## config.mk

```make
export PLATFORM = sky130hd
export DESIGN_NAME = fetch_queue
export DESIGN_NICKNAME = d
export VERILOG_FILES = /design/src/rtl/fetch_queue.sv
export SDC_FILE = /design/constraint.sdc
export NUM_CORES = 1
export LEC_CHECK = 0
export ABC_CLOCK_PERIOD_IN_PS = 14350
export BUFFER_PORTS_ARGS = -buffer_cell sky130_fd_sc_hd__buf_2
export CORE_ASPECT_RATIO = 1.1
export CORE_MARGIN = 1
export CORE_UTILIZATION = 45
export CTS_CLUSTER_SIZE = 30
export DETAILED_ROUTE_END_ITERATION = 16
export GPL_TIMING_DRIVEN = 0
export PLACE_DENSITY = 0.61
export SLEW_MARGIN = 20
export SYNTH_ARGS = -nofsm -noshare
export SYNTH_HDL_FRONTEND = slang
export SYNTH_SLANG_ARGS = --single-unit
```

## constraint.sdc

```tcl
create_clock -name clk -period 14.35 [get_ports clk]
set_input_delay 0.7175 -clock clk [delete_from_list [all_inputs] [get_ports clk]]
set_output_delay 0.7175 -clock clk [all_outputs]
set_load 0.005 [all_outputs]
```

## src/rtl/fetch_queue.sv

```systemverilog
// fetch_queue: instruction queue between the fetch and decode stages.
// Holds {PC+4, instruction} pairs in FIFO order; a full queue deasserts
// fetch_ready, which the top level uses as the fetch stage's pc_enable.
// Optional build macro FETCHQ_BYPASS_EN: when defined, an empty queue
// forwards the fetch pair straight to decode in the same cycle.
module fetch_queue #(
  parameter int ADDR_BITS  = 32,
  parameter int DATA_WIDTH = 32,
  parameter int DEPTH      = 4,
  parameter int PTR_BITS   = 2
) (
  input  logic                  clk,
  input  logic                  reset,
  input  logic                  flush,
  input  logic                  fetch_valid,
  input  logic [ADDR_BITS-1:0]  fetch_pc,
  input  logic [DATA_WIDTH-1:0] fetch_instr,
  output logic                  fetch_ready,
  output logic                  dec_valid,
  input  logic                  dec_ready,
  output logic [ADDR_BITS-1:0]  dec_pc,
  output logic [DATA_WIDTH-1:0] dec_instr,
  output logic [PTR_BITS:0]     level
);

  localparam logic [PTR_BITS:0]   FULL_COUNT = (PTR_BITS+1)'(DEPTH);
  localparam logic [PTR_BITS:0]   COUNT_ONE  = (PTR_BITS+1)'(1);
  localparam logic [PTR_BITS-1:0] PTR_ONE    = PTR_BITS'(1);

  logic [ADDR_BITS-1:0]  pc_mem    [DEPTH];
  logic [DATA_WIDTH-1:0] instr_mem [DEPTH];
  logic [PTR_BITS-1:0]   wr_ptr;
  logic [PTR_BITS-1:0]   rd_ptr;
  logic [PTR_BITS:0]     count;
  logic                  push;
  logic                  pop;
  logic                  bypass_active;

  // Handshake and head-of-queue view; fetch_ready only ever looks at count
  // so a stalled decode cannot create a loop back into the fetch stage.
  always_comb begin
    fetch_ready   = (count != FULL_COUNT);
    level         = count;
    bypass_active = 1'b0;
    dec_valid     = (count != '0);
    dec_pc        = pc_mem[rd_ptr];
    dec_instr     = instr_mem[rd_ptr];
`ifdef FETCHQ_BYPASS_EN
    bypass_active = (count == '0) && !flush;
    if (bypass_active) begin
      dec_valid = fetch_valid;
      dec_pc    = fetch_pc;
      dec_instr = fetch_instr;
    end
`endif
    // A bypassed pair consumed by decode this cycle is never written.
    push = fetch_valid && fetch_ready && !(bypass_active && dec_ready);
    pop  = dec_valid && dec_ready && !bypass_active;
  end

  // Pointer, occupancy and storage update; flush outranks push and pop.
  always_ff @(posedge clk or posedge reset) begin
    if (reset) begin
      wr_ptr <= '0;
      rd_ptr <= '0;
      count  <= '0;
      for (int i = 0; i < DEPTH; i++) begin
        pc_mem[i]    <= '0;
        instr_mem[i] <= '0;
      end
    end else if (flush) begin
      wr_ptr <= '0;
      rd_ptr <= '0;
      count  <= '0;
    end else begin
      if (push) begin
        pc_mem[wr_ptr]    <= fetch_pc;
        instr_mem[wr_ptr] <= fetch_instr;
        wr_ptr            <= wr_ptr + PTR_ONE;
      end
      if (pop) begin
        rd_ptr <= rd_ptr + PTR_ONE;
      end
      if (push && !pop) begin
        count <= count + COUNT_ONE;
      end else if (pop && !push) begin
        count <= count - COUNT_ONE;
      end
    end
  end

endmodule

```

Word-level counts from Yosys, hierarchy flattened
Index checks and enable logic that the tools add are counted.
{"block": "classes", "add_sub_neg": 4, "magnitude_cmp": 3, "bitwise_logic": 3, "n_eq_ne": 1, "muxes": 17, "n_reduce_logical": 12}
{"cell": "$bwmux W128", "count": 2}
{"cell": "$mux W32", "count": 5}
{"cell": "$bmux W32 S2", "count": 2}
{"cell": "$demux W32 S2", "count": 1}
{"cell": "$mux W3", "count": 3}
{"cell": "$mux W2", "count": 4}
{"cell": "$ge A3 B3 Y1 const B", "count": 2}
{"cell": "$not A2 Y3", "count": 2}
{"cell": "$reduce_bool A3 Y1", "count": 2}
{"cell": "$logic_and A1 B1 Y1", "count": 5}
{"cell": "$add A2 B1 Y2 const B", "count": 2}
{"cell": "$reduce_bool A2 Y1", "count": 2}
{"cell": "$add A3 B1 Y3 const B", "count": 1}
{"cell": "$lt A3 B1 Y1 const B", "count": 1}
{"cell": "$ne A3 B3 Y1 const B", "count": 1}
{"cell": "$sub A3 B1 Y3 const B", "count": 1}
{"cell": "$logic_not A1 Y1", "count": 2}
{"cell": "$reduce_and A2 Y1", "count": 1}
{"cell": "$not A1 Y1", "count": 1}
{"block": "word_totals", "out_inout_bits": 69, "register_bits": 263, "wordCells": 51}

Logic depth before layout (Yosys ltp)
Gate-level depths: netlist of the first run.
{"block": "depth", "depth_word": 7, "depth_mapped": 8, "ltp_nobuf": 7}

Worst setup path after synthesis of the first run
No wires, ideal clock.
{"block": "synth_timing", "kind": "input to register", "from": "input port dec_ready", "to": "register count[2], in the netlist level[2]", "t_arrival_ps": 2127, "setup_time_ps": 94, "path_buffers": 1, "stages": 7, "path_slack_ps": 12129, "cell_sequence": "buf_2 -> o21ai_0 -> and3_2 -> fa_1 -> and3b_1 -> a21o_1 -> a211oi_1"}
{"block": "synth_via", "elab_chain_cells": 5, "elab_cells_between_ends": 7, "cone_classes": "mux: 2; reduce/logical: 5"}
{"element": "start: declaration", "line": "20", "source": "input logic dec_ready,"}
{"element": "$logic_and A1 B1 Y1 *", "line": "58", "source": "pop = dec_valid && dec_ready && !bypass_active;"}
{"element": "$logic_not A1 Y1", "line": "84", "source": "if (push && !pop) begin"}
{"element": "$logic_and A1 B1 Y1", "line": "84"}
{"element": "$mux W3", "line": "84"}
{"element": "$mux W3", "line": "71", "source": "end else if (flush) begin"}
{"element": "end signal: assignment", "line": "85", "source": "count <= count + COUNT_ONE;"}
{"element": "end signal: assignment", "line": "87", "source": "count <= count - COUNT_ONE;"}
{"element": "end: declaration", "line": "34", "source": "logic [PTR_BITS:0] count;"}
Every way passes the cells marked *; elsewhere a longest branch is shown, timed or not.
A chain may end at the register's enable or synchronous reset.

Final worst setup path of the first run
{"block": "layout_timing", "from": "register rd_ptr[1]", "to": "output port dec_pc[20]"}
{"block": "layout_via", "elab_chain_cells": 4}
{"element": "start: declaration", "line": "33", "source": "logic [PTR_BITS-1:0] rd_ptr;"}
{"element": "start signal: assignment", "line": "82", "source": "rd_ptr <= rd_ptr + PTR_ONE;"}
{"element": "$not A2 Y3 (not written as such)", "line": "46", "source": "dec_pc = pc_mem[rd_ptr];"}
{"element": "$bmux W32 S2", "line": "46"}
{"element": "$mux W32 (not written as such) (2 in a row)", "line": "46"}
{"element": "end: declaration", "line": "21", "source": "output logic [ADDR_BITS-1:0] dec_pc,"}
No other way between the ends. The select of a mux whose other input is x is not followed.

==> impl_metrics.toml, run 1 <==
[synthesis]
ys_seq_area_frac = 0.5497
syn_inst = 677
synth_nets = 751
syn_area_um2 = 11970
synth_top_area_share = 0.5497
yosys-top-cells-area = "dfrtp_1, mux2_2, mux4_2, mux2_4, mux2_1"
synth.ff_latch_count = 263
netlist.top_cell.by_area = "dfrtp_1"
yosysWarningCount = 0
avgSynthCellArea_um2 = 17.68
synth.distinct_cells = 34

[setup_path]
cp_common_cell = "buf_2"
crit_required_ns = 13.63
startpoint_type = "flip-flop"
r2r-start = "level[0]"
crit_end = "dec_pc[20]"
worstPathCellList = "buf_2 > buf_2 > buf_2 > mux4_2 > buf_2"
arrival_ns = 2.50
critPathMaxStageDelay_ns = 0.40
cp_max_fo = 10
cp-end-kind = "primary output"
reg2reg_slack_ns = 12.03
r2r-end = "level[2]"
critPathSlowestCell = "buf_2"
crit_path_start = "rd_ptr[1]"
critPathKind = "flip-flop to primary output"
r2r_cells = 8

[sta]
fmax_mhz = 310.6
period_needed_ns = 3.219
period_share = 0.2243
tns_ns = 0
rsz0062_at_grt = "no"
clock_skew_ns = 0.005374
drv_slew = 0
finalHoldViolCount = 0
worst_slew_pin_slew_ns = 0.6699
setup_viol = 0
relSlewSlack = 0.5534

[detailed_routing]
detail_route.first_pass.iterations = 4
vias_per_cell = 5.306
wirelength_mm = 25.28
ant_nets = 0
drc = 0
drt_iter0_drc = 261
post_drt_wl_per_cell_um = 20.70
routed-via-count = 6479

[floorplanning]
placementRows = 62
pin_count = 138
floorplan.initialDensity = 0.4579
die_w_um = 157.5
die_area_um2 = 27260
die_h_um = 173.1
core_um2 = 26140

[hold_path]
hold_class = "input port to async pin"

[global_route]
gr-total-overflow = 0
grt_max_degree = 112
antenna_found_initial = 4
grt_pass1_vias = 7491
grt_pass1_wl_mm = 41.65
grt_usage = 0.1969

[pwr]
peakVddDrop_v = 0.0001085
clkPwrFrac = 0.264
p_sw_mw = 0.7640
p_int_mw = 2.028
power_leakage_nw = 6.623
swShare = 0.2737
p_seq_frac = 0.423
combPwrFrac = 0.313
power_density_nw_per_um2 = 197.7

[cts]
cts_made_buffers = 29
worstSkewPairLatency_ns = 0.53
clk_pin_slew_ns = 0.06
post_cts_resized = 0
clk_path_buf_depth = 3
hold_buffers = 0
postCtsSetupRepairBufs = 0
root_buffer = "clkbuf_16"
cts_tree = "done"
htreeDepth = 1
cts_sinks = 263

[final_layout]
final_nets = 918
syn_to_final_growth_pct = 17.96
fin_util = 0.5402
drive_gt1_frac = 0.6085

[placement]
hpwl_mm = 17.09
io_buffers = 134
place_congestion = 0.7904

[status]
status = "finished clean"

[job]
max_cap_viol_count = 0
## final cells by class
class	instances	area (um^2)
Buffer	43	432.9
Antenna cell	3	7.507
Clock buffer	47	913.4
Clock inverter	6	55.05
Tap cell	352	440.4
Inverter	8	40.04
Timing Repair Buffer	136	725.7
Multi-Input combinational cell	363	4925
Sequential cell	263	6581
Fill cell	2103	12020
## routing by layer
layer,global-route usage,routed length [um],vias to the layer above
met5,0,0,-
met4,0.04450,301,0
met3,0.04085,1317,25
met2,0.3440,12980,136
met1,0.2493,10680,3441
li1,-,-,2877
## worst max-delay path, delay by kind of cell (launching register included)
| kind | cells | cell delay, ns |
|---|---|---|
| buffers and inverters | 4 | 1.24 |
| DFF | 1 | 0.36 |
| muxes | 1 | 0.36 |
## registers in the layout, indices dropped and copies added (netlist names)
| signal | cells |
|---|---|
| rd_ptr | 2 |
| instr_mem | 128 |
| wr_ptr | 2 |
| level | 3 |
| pc_mem | 128 |
## stage by stage
| step | setup slack (ns) | instance area [um^2] | cells | total power, mW | hold WS [ns] |
|---|---|---|---|---|---|
| floorplan | 6.392 | 11970 | 677 | 1.762 | 0.4587 |
| global placement | 4.328 | 13080 | 1163 | 2.016 | 0.4676 |
| detailed placement | 11.59 | 13150 | 1165 | 2.085 | 0.4774 |
| CTS | 11.02 | 14110 | 1218 | 2.834 | 0.1823 |
| global route | 10.93 | 14110 | 1218 | 2.965 | 0.2063 |
| finish | 11.13 | 14120 | 1221 | 2.792 | 0.1970 |
## power groups by stage
stage	sequential, mW	combinational [mW]	clock, mW
finish	1.18	0.873	0.737
global placement	1.16	0.857	0
floorplan	1.14	0.626	0
CTS	1.18	0.895	0.757
global route	1.22	0.957	0.788
detailed placement	1.19	0.891	0
## cell usage in the layout (no fill, tap or decap), types with 2 or more instances in the layout
cell	count
nor2_1	9
buf_4	4
mux4_2	64
diode_2	3
buf_16	2
mux2_1	31
xor2_1	2
nand3_1	2
clkinv_2	5
a21oi_1	2
clkbuf_16	29
mux2_4	60
mux2_2	167
buf_12	6
inv_1	6
o21ai_0	3
clkbuf_1	6
dfrtp_1	263
clkbuf_8	12
buf_6	19
ha_1	4
nand3_4	4
buf_2	147
## how the worst min path moves through the flow
stage | from | end | depth (start not counted)
6_report | reset | pc_mem[0] | 2
5_1_grt | reset | instr_mem[41] | 2
4_1_cts | reset | pc_mem[96] | 2
3_5_place_dp | instr_mem[32] | instr_mem[32] | 1
3_3_place_gp | pc_mem[63] | pc_mem[63] | 1
2_1_floorplan | instr_mem[32] | instr_mem[32] | 1
## kinds of logic after synthesis
kind of cell	count (synthesis)	synth area share
AO/OA/AOI/OAI	13	0.007526
flip-flops	263	0.5497
buffers and inverters	51	0.03888
multiplexers	323	0.3827
XOR/XNOR	2	0.001463
AND/OR/NAND/NOR	20	0.01380
adder cells (fa/ha/maj)	5	0.005853
## cell usage after synthesis (all sizes together)
cell type	instances
and3	1
nor2b	1
a31o	1
nand3	6
dfrtp	263
a311oi	1
and3b	1
mux2i	1
o311ai	1
a211oi	1
buf	43
o21a	1
xor2	2
fa	1
o31ai	1
mux4	64
ha	4
a21o	1
or3	1
nor2	9
nor3b	1
inv	8
mux2	258
o21ai	3
a221oi	1
a21oi	2
Power figures use the tool's default switching activity.
==> run 2: changes to the inputs <==
Settings changed: ABC_CLOCK_PERIOD_IN_PS 14350 to 2600, PLACE_DENSITY 0.61 to 0.64.
Clock period 14.35 ns to 2.6 ns, I/O delays scaled along.
==> run 2 against run 1 <==
- critical path depth stayed put
- flip-flop and latch count stayed put
- clock skew is 0.0020 ns higher
- sequential share of layout area is 2.5 points lower
- sequential power grew to 5.5 times the previous value
- non-clock buffer count is 74 higher
- core utilization is 3.0 points higher
- clock power grew to 5.7 times the previous value
- hold slack better by 0.015 ns
- critical path type unchanged
- critical endpoint is now dec_pc[19]
- largest cell class unchanged
- highest routed layer unchanged
==> impl_metrics.toml, run 2 (synthesized netlist as in run 1, its figures left out) <==
[setup_path]
cp-end-kind = "primary output"
startpoint_type = "flip-flop"
r2r_cells = 8
r2r-start = "level[0]"
cp_top_family = "buffers and inverters"
cp_max_fo = 10
crit_path_start = "rd_ptr[1]"
arrival_ns = 2.29
worst-path-stages = 5
critPathKind = "flip-flop to primary output"
critPathBufInv = 4
worstPathCellList = "buf_4 > buf_4 > buf_2 > mux4_2 > buf_2"
critPathSlowestCell = "dfrtp_1"
crit_required_ns = 2.47
critPathMaxStageDelay_ns = 0.38

[hold_path]
hold_class = "input port to async pin"

[job]
max_cap_viol_count = 0

[sta]
clock_skew_ns = 0.007381
relSlewSlack = 0.5990
period_share = 0.9306
worst_slew_pin_slew_ns = 0.6002
fmax_mhz = 413.3
timing.hold.ws_ns = 0.2118
tns_ns = 0
period_needed_ns = 2.419
rsz0062_at_grt = "no"
setup_viol = 0
drv_slew = 0
finalHoldViolCount = 0

[pwr]
power_density_nw_per_um2 = 1053
power_mw = 15.70
peakVddDrop_v = 0.0005046
power_leakage_nw = 6.949

[final_layout]
num_antenna_cells = 0
syn_to_final_growth_pct = 24.61
layout_common_cells = "dfrtp_1, mux2_2, buf_2"
seqCellArea_um2 = 6581
final_nets = 991
final_common_cell = "dfrtp_1"
drive_gt1_frac = 0.5656
multi_input_area_um2 = 4925
fillers = 2057
finalNonFillerCells = 1289

[cts]
htreeDepth = 1
cts_sinks = 263
clk_pin_slew_ns = 0.06
clk_path_buf_depth = 3
cts_tree = "done"
root_buffer = "clkbuf_16"
cts_made_buffers = 28
worstSkewPairLatency_ns = 0.53

[detailed_routing]
drt_iter0_drc = 257
wirelength_mm = 26.08
post_drt_wl_per_cell_um = 20.23
routed-via-count = 6841
ant_nets = 0
drc = 0
detail_route.first_pass.iterations = 4
vias_per_cell = 5.307

[global_route]
grt_pass1_wl_mm = 42.64
grt_pass1_vias = 7800
grt_usage = 0.2019
antenna_found_initial = 0
gr-total-overflow = 0
grt_max_degree = 39

[status]
status = "finished clean"

[placement]
io_buffers = 134
place_congestion = 0.7646
hpwl_mm = 17.78
placedCellCount = 1170

[floorplanning]
die_area_um2 = 27260
placementRows = 62
die_h_um = 173.1
pin_count = 138
floorplan.initialDensity = 0.4579
core_um2 = 26140
die_w_um = 157.5
-- run 2: changes by cell type in the layout (fill, tap and decap cells not counted), sizes merged --
cell,before,now
dlygate4sd3,0,69
buf,179,183
clkbuf,47,43
bufinv,1,4
diode,3,0
clkinv,5,3
clkinvlp,0,2
inv,8,7
-- run 2: worst reg2reg max path, stage by stage, from the launching register on --
cell and delay, ns:
dfrtp_1 0.37, buf_2 0.18, nor3b_4 0.25, inv_4 0.12, and3_2 0.22, fa_1 0.42, and3b_1 0.23, a311oi_1 0.27
a211oi_1 0.08
-- run 2: where the power goes --
part	switching [mW]	internal, mW
Clock	1.59	2.62
Combinational	1.85	3.11
Sequential	0.828	5.70
Total	4.27	11.4
-- run 2: worst paths after layout --
| check | to | slack, ns |
|---|---|---|
| min in group clk | instr_mem[47] | 0.39 |
| max reg2reg | level[2] | 0.33 |
| min reg2reg | pc_mem[62] | 0.49 |
| max in group asynchronous | pc_mem[55] | 1.29 |
| max | dec_pc[19] | 0.18 |
| min | pc_mem[100] | 0.21 |
-- run 2: final cells by class --
type | instances | share of cell area
buffer | 43 | 0.02994
timing repair buffer | 210 | 0.1006
clock inverter | 8 | 0.009561
sequential | 263 | 0.4412
tap | 352 | 0.02952
inverter | 8 | 0.002432
clock buffer | 42 | 0.05661
multi-input combinational | 363 | 0.3301
-- run 2: metrics by stage --
step                  util  instance area [um^2]  worst slack (ns)
global route        0.5706                 14920           0.04221
detailed placement  0.5059                 13230            0.3404
finish              0.5706                 14920            0.1805
floorplan                -                 11980           -0.9995
global placement    0.5006                 13090            -2.117
CTS                 0.5705                 14920           0.06484
-- run 2: timing repair --
item                       CTS  global route
gates resized for setup      5             1
hold endpoints to repair   284             0
setup endpoints to repair   37             1
setup buffers                0             0
hold buffers                69             0
-- run 2: per-layer routing --
metal | up-vias | GRT usage | share of wire | wire length [um]
li1 | 3005 | - | - | -
met1 | 3653 | 0.2554 | 0.41 | 10770
met2 | 149 | 0.3566 | 0.52 | 13450
met3 | 34 | 0.03559 | 0.053 | 1382
met4 | 0 | 0.04814 | 0.018 | 476
met5 | - | 0 | 0 | 0
